File: src/rtl/imem_fetch_ctrl.sv
`default_nettype none
// ============================================================================
// Module   : imem_fetch_ctrl
// Purpose  : PC-owning fetch sequencer for a fixed-latency instruction memory,
//            valid/ready output to decode, branch redirect, fetch fault flag.
//            Optional fetch counter enabled by macro IMEM_FETCH_PERF_EN.
// Revision : 1.0 - initial release
// ============================================================================
module imem_fetch_ctrl #(
  parameter int unsigned WAIT_CYCLES = 2,
  parameter logic [63:0] RESET_PC    = 64'h0,
  parameter logic [63:0] MEM_LIMIT   = 64'h60
) (
  input  logic        CLK,
  input  logic        Reset_L,
  input  logic        start,
  output logic [63:0] imem_addr,
  input  logic [31:0] imem_data,
  output logic [31:0] instr,
  output logic [63:0] instr_pc,
  output logic        instr_valid,
  input  logic        instr_ready,
  input  logic        redirect,
  input  logic [63:0] redirect_pc,
  output logic        fault,
  output logic [63:0] fault_pc
`ifdef IMEM_FETCH_PERF_EN
  ,
  output logic [31:0] fetch_count
`endif
);

  typedef enum logic [1:0] {
    ST_IDLE  = 2'd0,
    ST_WAIT  = 2'd1,
    ST_VALID = 2'd2,
    ST_FAULT = 2'd3
  } state_t;

  localparam logic [3:0] c_wait_init = 4'(WAIT_CYCLES);

  state_t      r_state, w_state_nxt;
  logic [3:0]  r_cnt, w_cnt_nxt;
  logic [63:0] r_pc, w_pc_nxt;
  logic [31:0] r_instr, w_instr_nxt;
  logic [63:0] r_instr_pc, w_instr_pc_nxt;
  logic [63:0] r_fault_pc, w_fault_pc_nxt;

  logic [63:0] w_pc_inc;
  logic        w_redir_bad;
  logic        w_accept;

  assign w_pc_inc    = r_pc + 64'd4;
  assign w_redir_bad = (redirect_pc[1:0] != 2'b00) || (redirect_pc >= MEM_LIMIT);
  assign w_accept    = (r_state == ST_VALID) && instr_ready;

  always_ff @(posedge CLK or negedge Reset_L) begin
    if (!Reset_L) begin
      r_state    <= ST_IDLE;
      r_cnt      <= 4'd0;
      r_pc       <= RESET_PC;
      r_instr    <= 32'd0;
      r_instr_pc <= 64'd0;
      r_fault_pc <= 64'd0;
    end else begin
      r_state    <= w_state_nxt;
      r_cnt      <= w_cnt_nxt;
      r_pc       <= w_pc_nxt;
      r_instr    <= w_instr_nxt;
      r_instr_pc <= w_instr_pc_nxt;
      r_fault_pc <= w_fault_pc_nxt;
    end
  end

  always_comb begin
    w_state_nxt    = r_state;
    w_cnt_nxt      = r_cnt;
    w_pc_nxt       = r_pc;
    w_instr_nxt    = r_instr;
    w_instr_pc_nxt = r_instr_pc;
    w_fault_pc_nxt = r_fault_pc;

    case (r_state)
      ST_IDLE: begin
        // A redirect while idle only steers the PC; the first fetch needs start.
        if (redirect) begin
          w_pc_nxt = redirect_pc;
        end
        if (start) begin
          w_state_nxt = ST_WAIT;
          w_cnt_nxt   = c_wait_init;
        end
      end

      default: begin
        if (redirect) begin
          if (w_redir_bad) begin
            w_state_nxt    = ST_FAULT;
            w_fault_pc_nxt = redirect_pc;
          end else begin
            w_pc_nxt    = redirect_pc;
            w_state_nxt = ST_WAIT;
            w_cnt_nxt   = c_wait_init;
          end
        end else begin
          case (r_state)
            ST_WAIT: begin
              if (r_cnt != 4'd0) begin
                w_cnt_nxt = r_cnt - 4'd1;
              end else begin
                w_instr_nxt    = imem_data;
                w_instr_pc_nxt = r_pc;
                w_state_nxt    = ST_VALID;
              end
            end
            ST_VALID: begin
              if (w_accept) begin
                w_pc_nxt = w_pc_inc;
                // Sequential run-off past populated memory; a wrap to low
                // addresses is legal and simply keeps fetching.
                if (w_pc_inc >= MEM_LIMIT) begin
                  w_state_nxt    = ST_FAULT;
                  w_fault_pc_nxt = w_pc_inc;
                end else begin
                  w_state_nxt = ST_WAIT;
                  w_cnt_nxt   = c_wait_init;
                end
              end
            end
            default: begin
              w_state_nxt = r_state;
            end
          endcase
        end
      end
    endcase
  end

  assign imem_addr   = r_pc;
  assign instr       = r_instr;
  assign instr_pc    = r_instr_pc;
  assign instr_valid = (r_state == ST_VALID);
  assign fault       = (r_state == ST_FAULT);
  assign fault_pc    = r_fault_pc;

`ifdef IMEM_FETCH_PERF_EN
  logic [31:0] r_fetch_count;

  // Counts consumed instructions, including those accepted alongside a redirect.
  always_ff @(posedge CLK or negedge Reset_L) begin
    if (!Reset_L) begin
      r_fetch_count <= 32'd0;
    end else if (w_accept && (r_fetch_count != 32'hFFFF_FFFF)) begin
      r_fetch_count <= r_fetch_count + 32'd1;
    end
  end

  assign fetch_count = r_fetch_count;
`endif

endmodule
`default_nettype wire

File: config.mk
export PLATFORM = sky130hd
export DESIGN_NAME = imem_fetch_ctrl
export DESIGN_NICKNAME = d
export VERILOG_FILES = /design/src/rtl/imem_fetch_ctrl.sv
export SDC_FILE = /design/constraint.sdc
export NUM_CORES = 1
export LEC_CHECK = 0
export CORE_MARGIN = 2
export CORE_UTILIZATION = 45
export DETAILED_ROUTE_END_ITERATION = 6
export PLACE_DENSITY = 0.81
export SYNTH_ARGS = -nofsm -noshare
export SYNTH_HDL_FRONTEND = slang
export SYNTH_SLANG_ARGS = --single-unit
File: constraint.sdc
create_clock -name CLK -period 6.6 [get_ports CLK]
set_input_delay 1.32 -clock CLK [delete_from_list [all_inputs] [get_ports CLK]]
set_output_delay 1.32 -clock CLK [all_outputs]
set_load 0.05 [all_outputs]
* Word level (Yosys, flattened, before mapping) *
Index checks and enable logic that the tools add are counted.
W data, S select, Z words.

storage, ports and cells
  flip-flop bits (word level) = 230
  bits in latches = 0
  RAM bits = 0
  ROM bits = 0
  input bits = 101
  output and inout port bits = 226
  logic and storage cells = 65
  memories = 0

cells by class
  add/subtract/negate cells = 2
  multipliers = 0
  div/mod/pow operators = 0
  magnitude comparators = 2
  eq/ne operators = 11
  shift-type cells = 0
  mux-type cells = 27
  bitwise operators = 3
  reduce and logical (&&, ||, !) cells = 14

operators with widths
  kind                     number
  $mux W64                 11
  $ge A64 B7 Y1 const B    2
  $add A64 B3 Y64 const B  1
  $mux W4                  7
  $mux W2                  7
  $reduce_and A4 Y1        3
  $ne A4 B4 Y1 const B     2
  $pmux W4 S2              1
  $reduce_bool A2 Y1       4
  $reduce_bool A4 Y1       2
  $reduce_and A6 Y1        1
  $reduce_and A5 Y1        1
  $eq A2 B2 Y1 const B     2
  $ne A2 B2 Y1 const B     2
  $ne A4 B1 Y1 const B     1
  $ne A4 B3 Y1 const B     1
  $pmux W2 S2              1
  $sub A4 B1 Y4 const B    1
  $ne A3 B2 Y1 const B     1
  $not A1 Y1               3
  $eq A2 B1 Y1 const B     1
  $logic_not A2 Y1         1
  $ne A2 B1 Y1 const B     1
  $logic_and A1 B1 Y1      1
  $logic_or A1 B1 Y1       1

* Logic depth before layout (Yosys ltp) *
  word-level depth = 7
  gate-level depth with buffers = 14
  depth with buffers taken out = 11

* Worst setup path before layout *
Ideal clock, no wire load.

  path type = flip-flop to flip-flop
  from = register r_pc[3] (netlist: imem_addr[3])
  to = register r_fault_pc[23] (netlist: fault_pc[23])
  setup time = 128 ps
  arrival time = 4376 ps
  data required time = 6472 ps
  slack = 2096 ps
  cell stages (with the launch flop) = 15
  buffers on the path = 3
  clock period less this slack = 4504 ps
  cells stage by stage = dfrtp_1 -> ha_1 -> buf_2 -> nand4_1 -> nor4_2 -> nand4_1 -> nor2_1 -> xor2_1 -> or4_1 -> or4_1 -> and4bb_1 -> o31a_1 -> buf_6 -> buf_12 -> mux2_1

between the ends
  longest elaborated chain between the ends = 5
  elaborated cells on any way between the ends = 8
  those cells by class = 1 x add/sub; 1 x order compare; 4 x mux; 2 x reduce/logical

RTL lines
  what                                                                   RTL line  text
  start, declared                                                        44        logic [63:0] r_pc, w_pc_nxt;
  start signal, assigned                                                 68        r_pc <= w_pc_nxt;
  $add A64 B3 Y64 *                                                      53        assign w_pc_inc = r_pc + 64'd4;
  parallel branches: the longest is 4 deep, another holds $ge A64 B7 Y1  n/a
  end signal, assigned                                                   71        r_fault_pc <= w_fault_pc_nxt;
  end, declared                                                          47        logic [63:0] r_fault_pc, w_fault_pc_nxt;

Every way passes the cells marked *. The select of a mux whose other input is x is not followed.
A chain may end at the register's enable or synchronous reset.

* Final worst setup path *
  from = register r_pc[15] (netlist: imem_addr[15])
  to = register r_fault_pc[13] (netlist: fault_pc[13])

between the ends
  longest elaborated chain between the ends = 4

RTL lines
  what                                 RTL line  text
  $add A64 B3 Y64                      53
  $ge A64 B7 Y1                        121       if (w_pc_inc >= MEM_LIMIT) begin
  $reduce_bool A2 Y1 (no source line)  n/a
  $reduce_and A5 Y1 (no source line)   n/a

No other way between the ends.

==> metrics.cfg <==
[global_route]
grt_first_pass_wirelength_um = 62160
grt_pass1_vias = 10880
grt_overflow_total = 0
antenna_found_initial = 0
grt_usage_pct = 27.16
grt_max_degree = 126

[floorplan]
start_util_pct = 45.63
die_x_um = 171.6
coreArea_um2 = 27710
num_io_pins = 327
die-area_um2 = 29450
row_count = 61
die_y_um = 171.6

[setup_path]
critPathKind = flip-flop to flip-flop
critPathMaxFanout = 44
worstSetupStartpoint = imem_addr[15]
end_kind = flip-flop
start_kind = flip-flop
r2r_start = imem_addr[15]
worstPathArrival_ps = 5760
crit_required_ps = 7020

[logic_synthesis]
ys_types = 68
syn_inst = 1232
netlist_area_um2 = 12640
yosys.area.top_type = dfrtp_1
yosysSeqAreaShare_pct = 45.53
yosys-top-cells-area = dfrtp_1 46%, mux2_2 11%, mux2_4 5.2%, o21ai_0 4.0%, nand2_1 3.7%
synth_edf_count = 0
synth.avg_cell_area_um2 = 10.26
yosysWarnings = 0
syn_nets = 1336
netlist.area_leader.share_pct = 45.53
synth_flop_cell = dfrtp_1
ys_ff_latch = 230
async_reset_ff_share_pct = 100.0

[clock_network]
cts.path.max_buffers = 3
cts_tree = done
path_clk_slew_ps = 60
clock-sinks = 230
cts.root.buffer_cell = clkbuf_16
cts_resized = 0
postCtsSetupBuffers = 0
clk_latency_ps = 540
ctsHtreeMaxLevel = 1
numCtsBuffers = 26
ctsHoldBuffers = 0

[placed_design]
dp_slack_ps = 1432
place_congestion = 0.9287
hpwlAfterDp_um = 29620
placed_area_um2 = 16030
placedCellCount = 1858
io_buffers = 326

[sta]
setup_violations = 0
max_slew_margin_pct = 28.73
final_max_slew_viol_count = 0
hold_viol_final = 0
setup_slack_ps = 1265
finalCritPeriodShare_pct = 80.83
holdWs_ps = 500.6
min_period_ps = 5335
tightest_slew_ps = 1059
rsz0062_at_grt = no
fmax_mhz = 187.5
tns_ps = 0
fin_skew_ps = 12.90

[final_layout]
design_area_um2 = 16940
nets = 1612
area_delta_synth_final_pct = 33.97
final_cells = 1906
nFillCells = 2259
multi_input_area_um2 = 6334
post-route-util_pct = 61.13
final-seq-area_um2 = 5756
final_layout_size_suffix_gt1_share_pct = 16.69
diodes = 0

[power_and_ir_drop]
cellPowerDensity_nw_per_um2 = 570.3
power_leakage_nw = 6.874
p_total_mw = 9.659
max-vdd-ir-drop_mv = 0.4030

[route]
via_per_inst = 5.748
wl_per_cell_um = 21.38
num_vias = 10960
wl_um = 40740
drc = 0
ant_nets = 0
firstDrtPassIters = 5
drt_iter0_drc = 791

[status]
status = finished, final reports clean

[min_path]
min_path_type = flip-flop to flip-flop
min-delay-start = fault_pc[39]

[run]
cap_violations = 0

logic make-up (layout without fill, tap and decap cells):
family | after synthesis | after routing | synth area share (%)
xor gates and xnor gates | 61 | 61 | 4.227
buffers and inverters | 113 | 409 | 4.603
muxes | 214 | 214 | 20.02
adders and majority gates | 3 | 3 | 0.2970
AOI/OAI and AO/OA | 224 | 224 | 9.789
and+or+nand+nor | 387 | 387 | 15.53
DFF | 230 | 230 | 45.53
final cells by class:
class	count	share of cell area, %
Clock buffer	37	4.566
Clock inverter	11	0.8053
Inverter	20	0.4433
Multi-Input combinational cell	889	37.40
Sequential cell	230	33.99
Tap cell	378	2.793
Timing Repair Buffer	341	20.01
registers in the layout, summed over array words and instances, names as in the netlist:
signal,cells
imem_addr,64
instr,32
r_cnt,4
r_state,2
fault_pc,64
instr_pc,64
cell usage in the layout, fill, tap and decap left out, drive strengths merged, types with 11 or more instances in the layout:
cell type and n:
clkdlybuf4s50 324, dfrtp 230, mux2 179, nand2 126
o21ai 103, a21oi 77, nor2 66, nand3 39
nand4 38, clkbuf 37, mux2i 35, nor3 35
xnor2 34, nor4 33, xor2 27, inv 19
buf 17, and3 12, o22ai 11
where the power goes:
part / switching, mW / internal (mW)
Sequential: 0.737 / 2.05
Clock: 0.599 / 0.930
Combinational: 3.38 / 1.97
Total: 4.71 / 4.94
worst paths after layout:
kind | to | cells past startpoint | slack (ps)
max | fault_pc[13] | 11 | 1270
min | fault_pc[39] | 1 | 500
max reg2reg | fault_pc[13] | 11 | 1270
min reg2reg | fault_pc[39] | 1 | 500
min in group asynchronous | instr_pc[17] | 1 | 830
max in group asynchronous | instr[7] | 2 | 4380
routing by layer:
metal | track usage [%] | vias up | share of wire, %
met4 | 8.990 | 0 | 3.5
met2 | 44.72 | 537 | 47
li1 | - | 4967 | -
met5 | 0 | - | 0
met1 | 35.47 | 5358 | 41
met3 | 6.075 | 93 | 8.8
synthesized netlist by cell type (3+ instances only):
cell type and number:
nand2b_1 4, a21oi_1 77, mux2_1 12, xor2_1 27, o21ai_0 102, o22ai_1 11
nand3_1 37, nor4_1 30, and4_1 4, clkbuf_2 3, o31a_1 4, and2_1 3
and3_1 12, o21a_1 4, buf_12 6, buf_1 6, or3_1 3, inv_1 19
buf_4 7, mux2_2 123, xnor2_1 34, clkbuf_1 52, nor2_1 65, or2_2 7
buf_2 18, nand4_1 36, nor3_1 33, a21o_1 4, mux2_4 44, or4_1 6
dfrtp_1 230, mux2i_1 35, ha_1 3, nand2_1 126, a22oi_1 4
worst max-delay path, cell delays in order (launching register included):
cell      delay [ps]
dfrtp_1          620
nand4_2          210
nor4_1           930
nand4_1          490
nor2_1           240
xor2_1           120
or4_1            520
or4_1            500
and4bb_1         350
o31a_2           170
buf_4            610
mux2_2           410
Power figures use the tool's default switching activity.
